### src/rtl/pipeline_hazard_ctrl_if.sv
// rtl/pipeline_hazard_ctrl_if.sv - hazard information in, pipeline stage control out
// master is the pipeline datapath side, slave is the hazard controller.
interface pipeline_hazard_ctrl_if #(
  parameter int CNT_W = 16
);
  logic [4:0]       ID_rs;
  logic [4:0]       ID_rt;
  logic             ID_UsesRt;
  logic             ID_Halt;
  logic             EX_MemRead;
  logic [4:0]       EX_rt;
  logic             EX_BranchTaken;
  logic             MEM_Busy;
  logic             PCWre;
  logic             PCSrcBranch;
  logic             IF_ID_Write;
  logic             IF_ID_Flush;
  logic             ID_EX_Flush;
  logic             ID_EX_Hold;
  logic             EX_MEM_Hold;
  logic             Halted;
  logic             Fault;
  logic [CNT_W-1:0] StallCount;
  logic [CNT_W-1:0] FlushCount;

  modport master (
    output ID_rs, ID_rt, ID_UsesRt, ID_Halt, EX_MemRead, EX_rt, EX_BranchTaken, MEM_Busy,
    input  PCWre, PCSrcBranch, IF_ID_Write, IF_ID_Flush, ID_EX_Flush, ID_EX_Hold,
           EX_MEM_Hold, Halted, Fault, StallCount, FlushCount
  );

  modport slave (
    input  ID_rs, ID_rt, ID_UsesRt, ID_Halt, EX_MemRead, EX_rt, EX_BranchTaken, MEM_Busy,
    output PCWre, PCSrcBranch, IF_ID_Write, IF_ID_Flush, ID_EX_Flush, ID_EX_Hold,
           EX_MEM_Hold, Halted, Fault, StallCount, FlushCount
  );
endinterface

### src/rtl/pipeline_hazard_ctrl.sv
// rtl/pipeline_hazard_ctrl.sv - 5-stage pipeline stall/flush/drain sequencer
// Priority in RUN: memory freeze, taken branch, load-use bubble, halt.
module pipeline_hazard_ctrl #(
  parameter int DRAIN_CYCLES = 3,
  parameter int TIMEOUT      = 255,
  parameter int CNT_W        = 16
) (
  input logic                   Clk,
  input logic                   Reset,
  pipeline_hazard_ctrl_if.slave hz
);
  localparam int DW = (DRAIN_CYCLES > 1) ? $clog2(DRAIN_CYCLES) : 1;
  localparam int FW = $clog2(TIMEOUT + 1);

  typedef enum logic [1:0] {RUN, DRAIN, HALTED} state_e;

  state_e           state_q, state_d;
  logic [DW-1:0]    drain_cnt_q, drain_cnt_d;
  logic [FW-1:0]    freeze_cnt_q, freeze_cnt_d;
  logic             fault_q, fault_d;
  logic [CNT_W-1:0] stall_cnt_q, stall_cnt_d;
  logic [CNT_W-1:0] flush_cnt_q, flush_cnt_d;

  logic busy, load_use, ev_branch, ev_stall, ev_halt, timeout_hit;

  assign busy     = hz.MEM_Busy;
  assign load_use = hz.EX_MemRead && (hz.EX_rt != 5'd0) &&
                    ((hz.EX_rt == hz.ID_rs) || (hz.ID_UsesRt && (hz.EX_rt == hz.ID_rt)));

  assign ev_branch = (state_q == RUN) && !busy && hz.EX_BranchTaken;
  assign ev_stall  = (state_q == RUN) && !busy && !hz.EX_BranchTaken && load_use;
  assign ev_halt   = (state_q == RUN) && !busy && !hz.EX_BranchTaken && !load_use && hz.ID_Halt;

  // Fault fires on the edge where the busy run reaches TIMEOUT; HALTED follows one edge later.
  assign timeout_hit = (state_q != HALTED) && busy && (freeze_cnt_q == FW'(TIMEOUT - 1));

  always_ff @(posedge Clk or posedge Reset) begin
    if (Reset) begin
      state_q <= RUN;
    end else begin
      state_q <= state_d;
    end
  end

  always_comb begin
    state_d = state_q;
    case (state_q)
      RUN: begin
        if (fault_q)      state_d = HALTED;
        else if (ev_halt) state_d = DRAIN;
      end
      DRAIN: begin
        if (fault_q || (!busy && drain_cnt_q == '0)) state_d = HALTED;
      end
      default: state_d = HALTED;
    endcase
  end

  always_comb begin
    hz.PCWre       = 1'b1;
    hz.PCSrcBranch = 1'b0;
    hz.IF_ID_Write = 1'b1;
    hz.IF_ID_Flush = 1'b0;
    hz.ID_EX_Flush = 1'b0;
    hz.ID_EX_Hold  = 1'b0;
    hz.EX_MEM_Hold = 1'b0;
    case (state_q)
      RUN: begin
        if (busy) begin
          hz.PCWre       = 1'b0;
          hz.IF_ID_Write = 1'b0;
          hz.ID_EX_Hold  = 1'b1;
          hz.EX_MEM_Hold = 1'b1;
        end else if (hz.EX_BranchTaken) begin
          hz.PCSrcBranch = 1'b1;
          hz.IF_ID_Flush = 1'b1;
          hz.ID_EX_Flush = 1'b1;
        end else if (load_use || hz.ID_Halt) begin
          hz.PCWre       = 1'b0;
          hz.IF_ID_Write = 1'b0;
          hz.ID_EX_Flush = 1'b1;
        end
      end
      DRAIN: begin
        hz.PCWre       = 1'b0;
        hz.IF_ID_Write = 1'b0;
        hz.ID_EX_Flush = 1'b1;
        hz.ID_EX_Hold  = busy;
        hz.EX_MEM_Hold = busy;
      end
      default: begin
        hz.PCWre       = 1'b0;
        hz.IF_ID_Write = 1'b0;
        hz.ID_EX_Flush = 1'b1;
      end
    endcase
  end

  always_comb begin
    drain_cnt_d  = drain_cnt_q;
    freeze_cnt_d = freeze_cnt_q;
    fault_d      = fault_q | timeout_hit;
    stall_cnt_d  = stall_cnt_q + (ev_stall ? CNT_W'(1) : CNT_W'(0));
    flush_cnt_d  = flush_cnt_q + (ev_branch ? CNT_W'(1) : CNT_W'(0));
    if (ev_halt) begin
      drain_cnt_d = DW'(DRAIN_CYCLES - 1);
    end else if (state_q == DRAIN && !busy && drain_cnt_q != '0) begin
      drain_cnt_d = drain_cnt_q - DW'(1);
    end
    if (!busy) begin
      freeze_cnt_d = '0;
    end else if (state_q != HALTED && freeze_cnt_q != FW'(TIMEOUT)) begin
      freeze_cnt_d = freeze_cnt_q + FW'(1);
    end
  end

  always_ff @(posedge Clk or posedge Reset) begin
    if (Reset) begin
      drain_cnt_q  <= '0;
      freeze_cnt_q <= '0;
      fault_q      <= 1'b0;
      stall_cnt_q  <= '0;
      flush_cnt_q  <= '0;
    end else begin
      drain_cnt_q  <= drain_cnt_d;
      freeze_cnt_q <= freeze_cnt_d;
      fault_q      <= fault_d;
      stall_cnt_q  <= stall_cnt_d;
      flush_cnt_q  <= flush_cnt_d;
    end
  end

  assign hz.Halted     = (state_q == HALTED);
  assign hz.Fault      = fault_q;
  assign hz.StallCount = stall_cnt_q;
  assign hz.FlushCount = flush_cnt_q;
endmodule

### src/flat_wrapper.sv
// flat-port wrapper written by rule: the top's interface ports become plain ports
module pipeline_hazard_ctrl_flat 
#(
  parameter int DRAIN_CYCLES = 3,
  parameter int TIMEOUT      = 255,
  parameter int CNT_W        = 16
)
  (Clk, Reset, hz_ID_rs, hz_ID_rt, hz_ID_UsesRt, hz_ID_Halt, hz_EX_MemRead, hz_EX_rt, hz_EX_BranchTaken, hz_MEM_Busy, hz_PCWre, hz_PCSrcBranch, hz_IF_ID_Write, hz_IF_ID_Flush, hz_ID_EX_Flush, hz_ID_EX_Hold, hz_EX_MEM_Hold, hz_Halted, hz_Fault, hz_StallCount, hz_FlushCount);
  pipeline_hazard_ctrl_if #(.CNT_W(CNT_W)) hz_i ();
  input logic Clk;
  input logic Reset;
  input wire logic [$bits(hz_i.ID_rs)-1:0] hz_ID_rs;
  input wire logic [$bits(hz_i.ID_rt)-1:0] hz_ID_rt;
  input wire logic [$bits(hz_i.ID_UsesRt)-1:0] hz_ID_UsesRt;
  input wire logic [$bits(hz_i.ID_Halt)-1:0] hz_ID_Halt;
  input wire logic [$bits(hz_i.EX_MemRead)-1:0] hz_EX_MemRead;
  input wire logic [$bits(hz_i.EX_rt)-1:0] hz_EX_rt;
  input wire logic [$bits(hz_i.EX_BranchTaken)-1:0] hz_EX_BranchTaken;
  input wire logic [$bits(hz_i.MEM_Busy)-1:0] hz_MEM_Busy;
  output wire logic [$bits(hz_i.PCWre)-1:0] hz_PCWre;
  output wire logic [$bits(hz_i.PCSrcBranch)-1:0] hz_PCSrcBranch;
  output wire logic [$bits(hz_i.IF_ID_Write)-1:0] hz_IF_ID_Write;
  output wire logic [$bits(hz_i.IF_ID_Flush)-1:0] hz_IF_ID_Flush;
  output wire logic [$bits(hz_i.ID_EX_Flush)-1:0] hz_ID_EX_Flush;
  output wire logic [$bits(hz_i.ID_EX_Hold)-1:0] hz_ID_EX_Hold;
  output wire logic [$bits(hz_i.EX_MEM_Hold)-1:0] hz_EX_MEM_Hold;
  output wire logic [$bits(hz_i.Halted)-1:0] hz_Halted;
  output wire logic [$bits(hz_i.Fault)-1:0] hz_Fault;
  output wire logic [$bits(hz_i.StallCount)-1:0] hz_StallCount;
  output wire logic [$bits(hz_i.FlushCount)-1:0] hz_FlushCount;
  assign hz_i.ID_rs = hz_ID_rs;
  assign hz_i.ID_rt = hz_ID_rt;
  assign hz_i.ID_UsesRt = hz_ID_UsesRt;
  assign hz_i.ID_Halt = hz_ID_Halt;
  assign hz_i.EX_MemRead = hz_EX_MemRead;
  assign hz_i.EX_rt = hz_EX_rt;
  assign hz_i.EX_BranchTaken = hz_EX_BranchTaken;
  assign hz_i.MEM_Busy = hz_MEM_Busy;
  assign hz_PCWre = hz_i.PCWre;
  assign hz_PCSrcBranch = hz_i.PCSrcBranch;
  assign hz_IF_ID_Write = hz_i.IF_ID_Write;
  assign hz_IF_ID_Flush = hz_i.IF_ID_Flush;
  assign hz_ID_EX_Flush = hz_i.ID_EX_Flush;
  assign hz_ID_EX_Hold = hz_i.ID_EX_Hold;
  assign hz_EX_MEM_Hold = hz_i.EX_MEM_Hold;
  assign hz_Halted = hz_i.Halted;
  assign hz_Fault = hz_i.Fault;
  assign hz_StallCount = hz_i.StallCount;
  assign hz_FlushCount = hz_i.FlushCount;
  pipeline_hazard_ctrl #(.DRAIN_CYCLES(DRAIN_CYCLES), .TIMEOUT(TIMEOUT), .CNT_W(CNT_W)) u_core (.Clk(Clk), .Reset(Reset), .hz(hz_i));
endmodule
### config.mk
export PLATFORM = sky130hd
export DESIGN_NAME = pipeline_hazard_ctrl_flat
export DESIGN_NICKNAME = d
export VERILOG_FILES = /design/src/rtl/pipeline_hazard_ctrl_if.sv /design/src/rtl/pipeline_hazard_ctrl.sv /design/src/flat_wrapper.sv
export SDC_FILE = /design/constraint.sdc
export NUM_CORES = 1
export LEC_CHECK = 0
export BUFFER_PORTS_ARGS = -buffer_cell sky130_fd_sc_hd__buf_2
export CAP_MARGIN = 20
export CORE_ASPECT_RATIO = 0.75
export CORE_MARGIN = 8
export CORE_UTILIZATION = 52
export DETAILED_ROUTE_END_ITERATION = 12
export HOLD_SLACK_MARGIN = 0.03
export PLACE_DENSITY = 0.85
export SLEW_MARGIN = 40
export SYNTH_ARGS = -nofsm -noshare
export SYNTH_HDL_FRONTEND = slang
export SYNTH_SLANG_ARGS = --single-unit
export TNS_END_PERCENT = 20
### constraint.sdc
create_clock -name Clk -period 2.9 [get_ports Clk]
set_input_delay 0.87 -clock Clk [delete_from_list [all_inputs] [get_ports Clk]]
set_output_delay 0.87 -clock Clk [all_outputs]
set_load 0.1 [all_outputs]
==> metrics.csv <==
metric,value,unit
die_width,93.62,µm
die_area,6948,µm²
drt_iter0_markers,43,
fin_ws,-0.09695,ns
skew,0.008421,ns
clockBufferDepth,2,
placed_area,2869,µm²
cp_num_buf_inv,2,
grt_pass1_vias,1951,
synth_top_area_share,47.92,%
p_per_area,762.9,nW/µm²
p_sw,1059,µW
start_kind,input port,
drc,0,
post-dp-hpwl,3846,µm
hold_class,reg -> reg,
ctsHoldBuffers,0,
crit_family,simple AND/OR/NAND/NOR gates,
yosysWarnings,0,
insertion_delay,0.30,ns
dieHeight,74.22,µm
ys_ff_latch,45,
final_max_slew_viol_count,0,
end_kind,output port,
synth_nets,242,
ff2ff_setup_slack,0.54,ns
slowest_delay,0.53,ns
hold-path-cell-count,1,
max_cap_violations,0,
grt_max_degree,46,
cp_cell_sequence,buf_6 -> or4_4 -> o21ai_4 -> nor2_2 -> a21oi_4 -> buf_12,
fillers,322,
drt-vias-per-instance,5.266,
ys_types,41,
max_freq,333.7,MHz
p_leak,0.001497,µW
fin_tns_setup,-0.2313,ns
synth_ff_type,dfrtp_1,
violations,setup timing,
fin_nets,318,
worstMarginPinSlew,0.5331,ns
status,"complete, but fails checks",
clkSlewWorstSetupHoldPaths,0.08,ns
grt_pass1_wl,8845,µm
crit_path_max_fanout,3,
synthTopCellsByArea,"dfrtp_1 (48%), xnor2_1 (13%), ha_1 (3.7%), xor2_1 (3.4%), nand2_1 (3.0%)",
ir_drop,0.0006133,V
pwr-share-seq,34.1,%
cp.arrival,2.13,ns
firstDrtPassIters,5,
synthesis.area,2350,µm²
syn_inst,213,
ant_nets,0,
port_buffers,62,
root_buffer,clkbuf_8,
drive_gt1_share,33.56,%
synth-edff-count,0,
synth_seq_area_share,47.92,%
synth-async-reset-ratio,100.0,%
start_util,53.23,%
hold_slack,0.4795,ns
crit_type,in -> out,
tritoncts,built,
routed_wl,5027,µm
syn_to_final_growth,28.22,%
reg2reg_depth,9,
yosysTopAreaCell,dfrtp_1,
crit_cells,6,
p_int,1239,µW
rsz0062_at_grt,true,
crit_slowest_cell,or4_4,
cts-buffers-inserted,5,
overflow,0,
finalCritPeriodShare,103.3,%
clock-sinks,45,
grt_usage,15.99,%
power_frac_clock,19.7,%
comb_power_share,46.2,%
switching_share,46.09,%
setup_viol,3,
hold_violations,0,
min_period,2.997,ns
antenna_found_initial,0,
worstPathRequired,2.03,ns
num_rows,21,
syn_avg_cell_area,11.03,µm²
vias,1822,
routabilityCongestion,0.7958,
io_pins,63,
fin_area,3013,µm²
clock_tree.htree_level_count,2,
core_area,4414,µm²
antennaDiodeCount,0,
routedWlPerCell,14.53,µm
max_slew_margin,64.46,%
[worst reg2reg max path: stages (launching register included)]
cell and delay, ns:
dfrtp_1 0.48, nor3_1 0.24, buf_4 0.16, inv_1 0.04, nor4b_1 0.35, ha_1 0.24
ha_1 0.18, nand4_1 0.21, nor2_1 0.19, xor2_1 0.20
[Yosys cell counts (4+ instances only)]
| cell type | n |
|---|---|
| nand2_1 | 19 |
| and3_1 | 4 |
| xnor2_1 | 34 |
| buf_4 | 5 |
| nand4_1 | 7 |
| and4_1 | 5 |
| xor2_1 | 9 |
| nor2_1 | 17 |
| inv_1 | 8 |
| nand3_1 | 12 |
| dfrtp_1 | 45 |
| ha_1 | 7 |
[placed cells by master, fill, tap and decap left out, types with 2 or more instances in the layout]
cell / n
a211oi_1: 2
a21oi_1: 3
and2_1: 2
and3_1: 4
and4_1: 5
buf_12: 6
buf_2: 53
buf_4: 14
buf_6: 2
clkbuf_8: 5
dfrtp_1: 45
ha_1: 7
inv_1: 8
mux2i_1: 3
nand2_1: 19
nand2b_1: 2
nand3_1: 12
nand4_1: 7
nor2_1: 15
nor2_2: 2
nor3b_1: 2
o21a_1: 3
o21ai_0: 2
xnor2_1: 34
xor2_1: 9
[cell families (layout without fill, tap and decap cells)]
group,count (synthesis),count (layout),share of synthesized area [%]
adders and majority gates,7,7,3.727
and+or+nand+nor,79,79,18.48
AOI/OAI and AO/OA,21,21,8.999
buffers and inverters,15,91,3.568
xor gates and xnor gates,43,43,16.03
muxes,3,3,1.278
DFF,45,45,47.92
[metal layers]
metal | part of all wire [%] | GRT usage, %
met5 | 0 | 0
met4 | 1.5 | 5.604
met3 | 6.4 | 5.040
met2 | 50 | 28.71
met1 | 42 | 17.61
[registers in the layout, indices dropped and copies added, names as in the netlist]
name	count
u_core.hz.FlushCount	16
u_core.hz.StallCount	16
u_core.freeze_cnt_q	8
u_core.drain_cnt_q	2
u_core.state_q	2
u_core.hz.Fault	1
[metrics by stage]
stage | setup slack, ns | cells | utilization, % | power, µW
after floorplan | -0.5052 | 213 | - | 1621
after detailed placement | -0.1583 | 337 | 64.99 | 1852
after global placement | -0.1540 | 337 | 64.99 | 1826
after CTS | -0.1530 | 346 | 68.25 | 2317
final | -0.09695 | 346 | 68.25 | 2298
after global routing | -0.1375 | 346 | 68.25 | 2403
[layout make-up]
type,count,area [µm²],area share [%]
inverter,8,30.03,0.9967
tap,57,71.32,2.367
clock inverter,2,35.03,1.163
timing repair buffer,76,528.0,17.52
multi-input combinational,153,1154,38.29
clock buffer,5,68.82,2.284
sequential,45,1126,37.38
[what timing repair did]
item,4_1_cts,5_1_grt
buffers inserted,2,0
pin swaps,4,4
resized for setup,7,0
setup endpoints to repair,3,7
[final timing paths]
check,start,endpoint
max reg2reg,u_core.state_q[1]$_DFFE_PP0P_,u_core.hz.StallCount[14]$_DFF_PP0_
min reg2reg,u_core.hz.StallCount[15]$_DFF_PP0_,u_core.hz.StallCount[15]$_DFF_PP0_
max in group asynchronous,Reset,u_core.state_q[1]$_DFFE_PP0P_
min in group asynchronous,Reset,u_core.hz.StallCount[13]$_DFF_PP0_
max,hz_EX_rt[3],hz_PCWre
min,u_core.hz.StallCount[15]$_DFF_PP0_,u_core.hz.StallCount[15]$_DFF_PP0_
[power by group through the flow]
| stage | combinational, µW | sequential [µW] | clock, µW |
|---|---|---|---|
| floorplan | 561 | 1060 | 0 |
| global placement | 1040 | 789 | 0 |
| detailed placement | 1060 | 796 | 0 |
| CTS | 1070 | 784 | 461 |
| global route | 1120 | 799 | 480 |
| finish | 1060 | 784 | 453 |
Note: power is estimated with default switching activity, not from simulation.
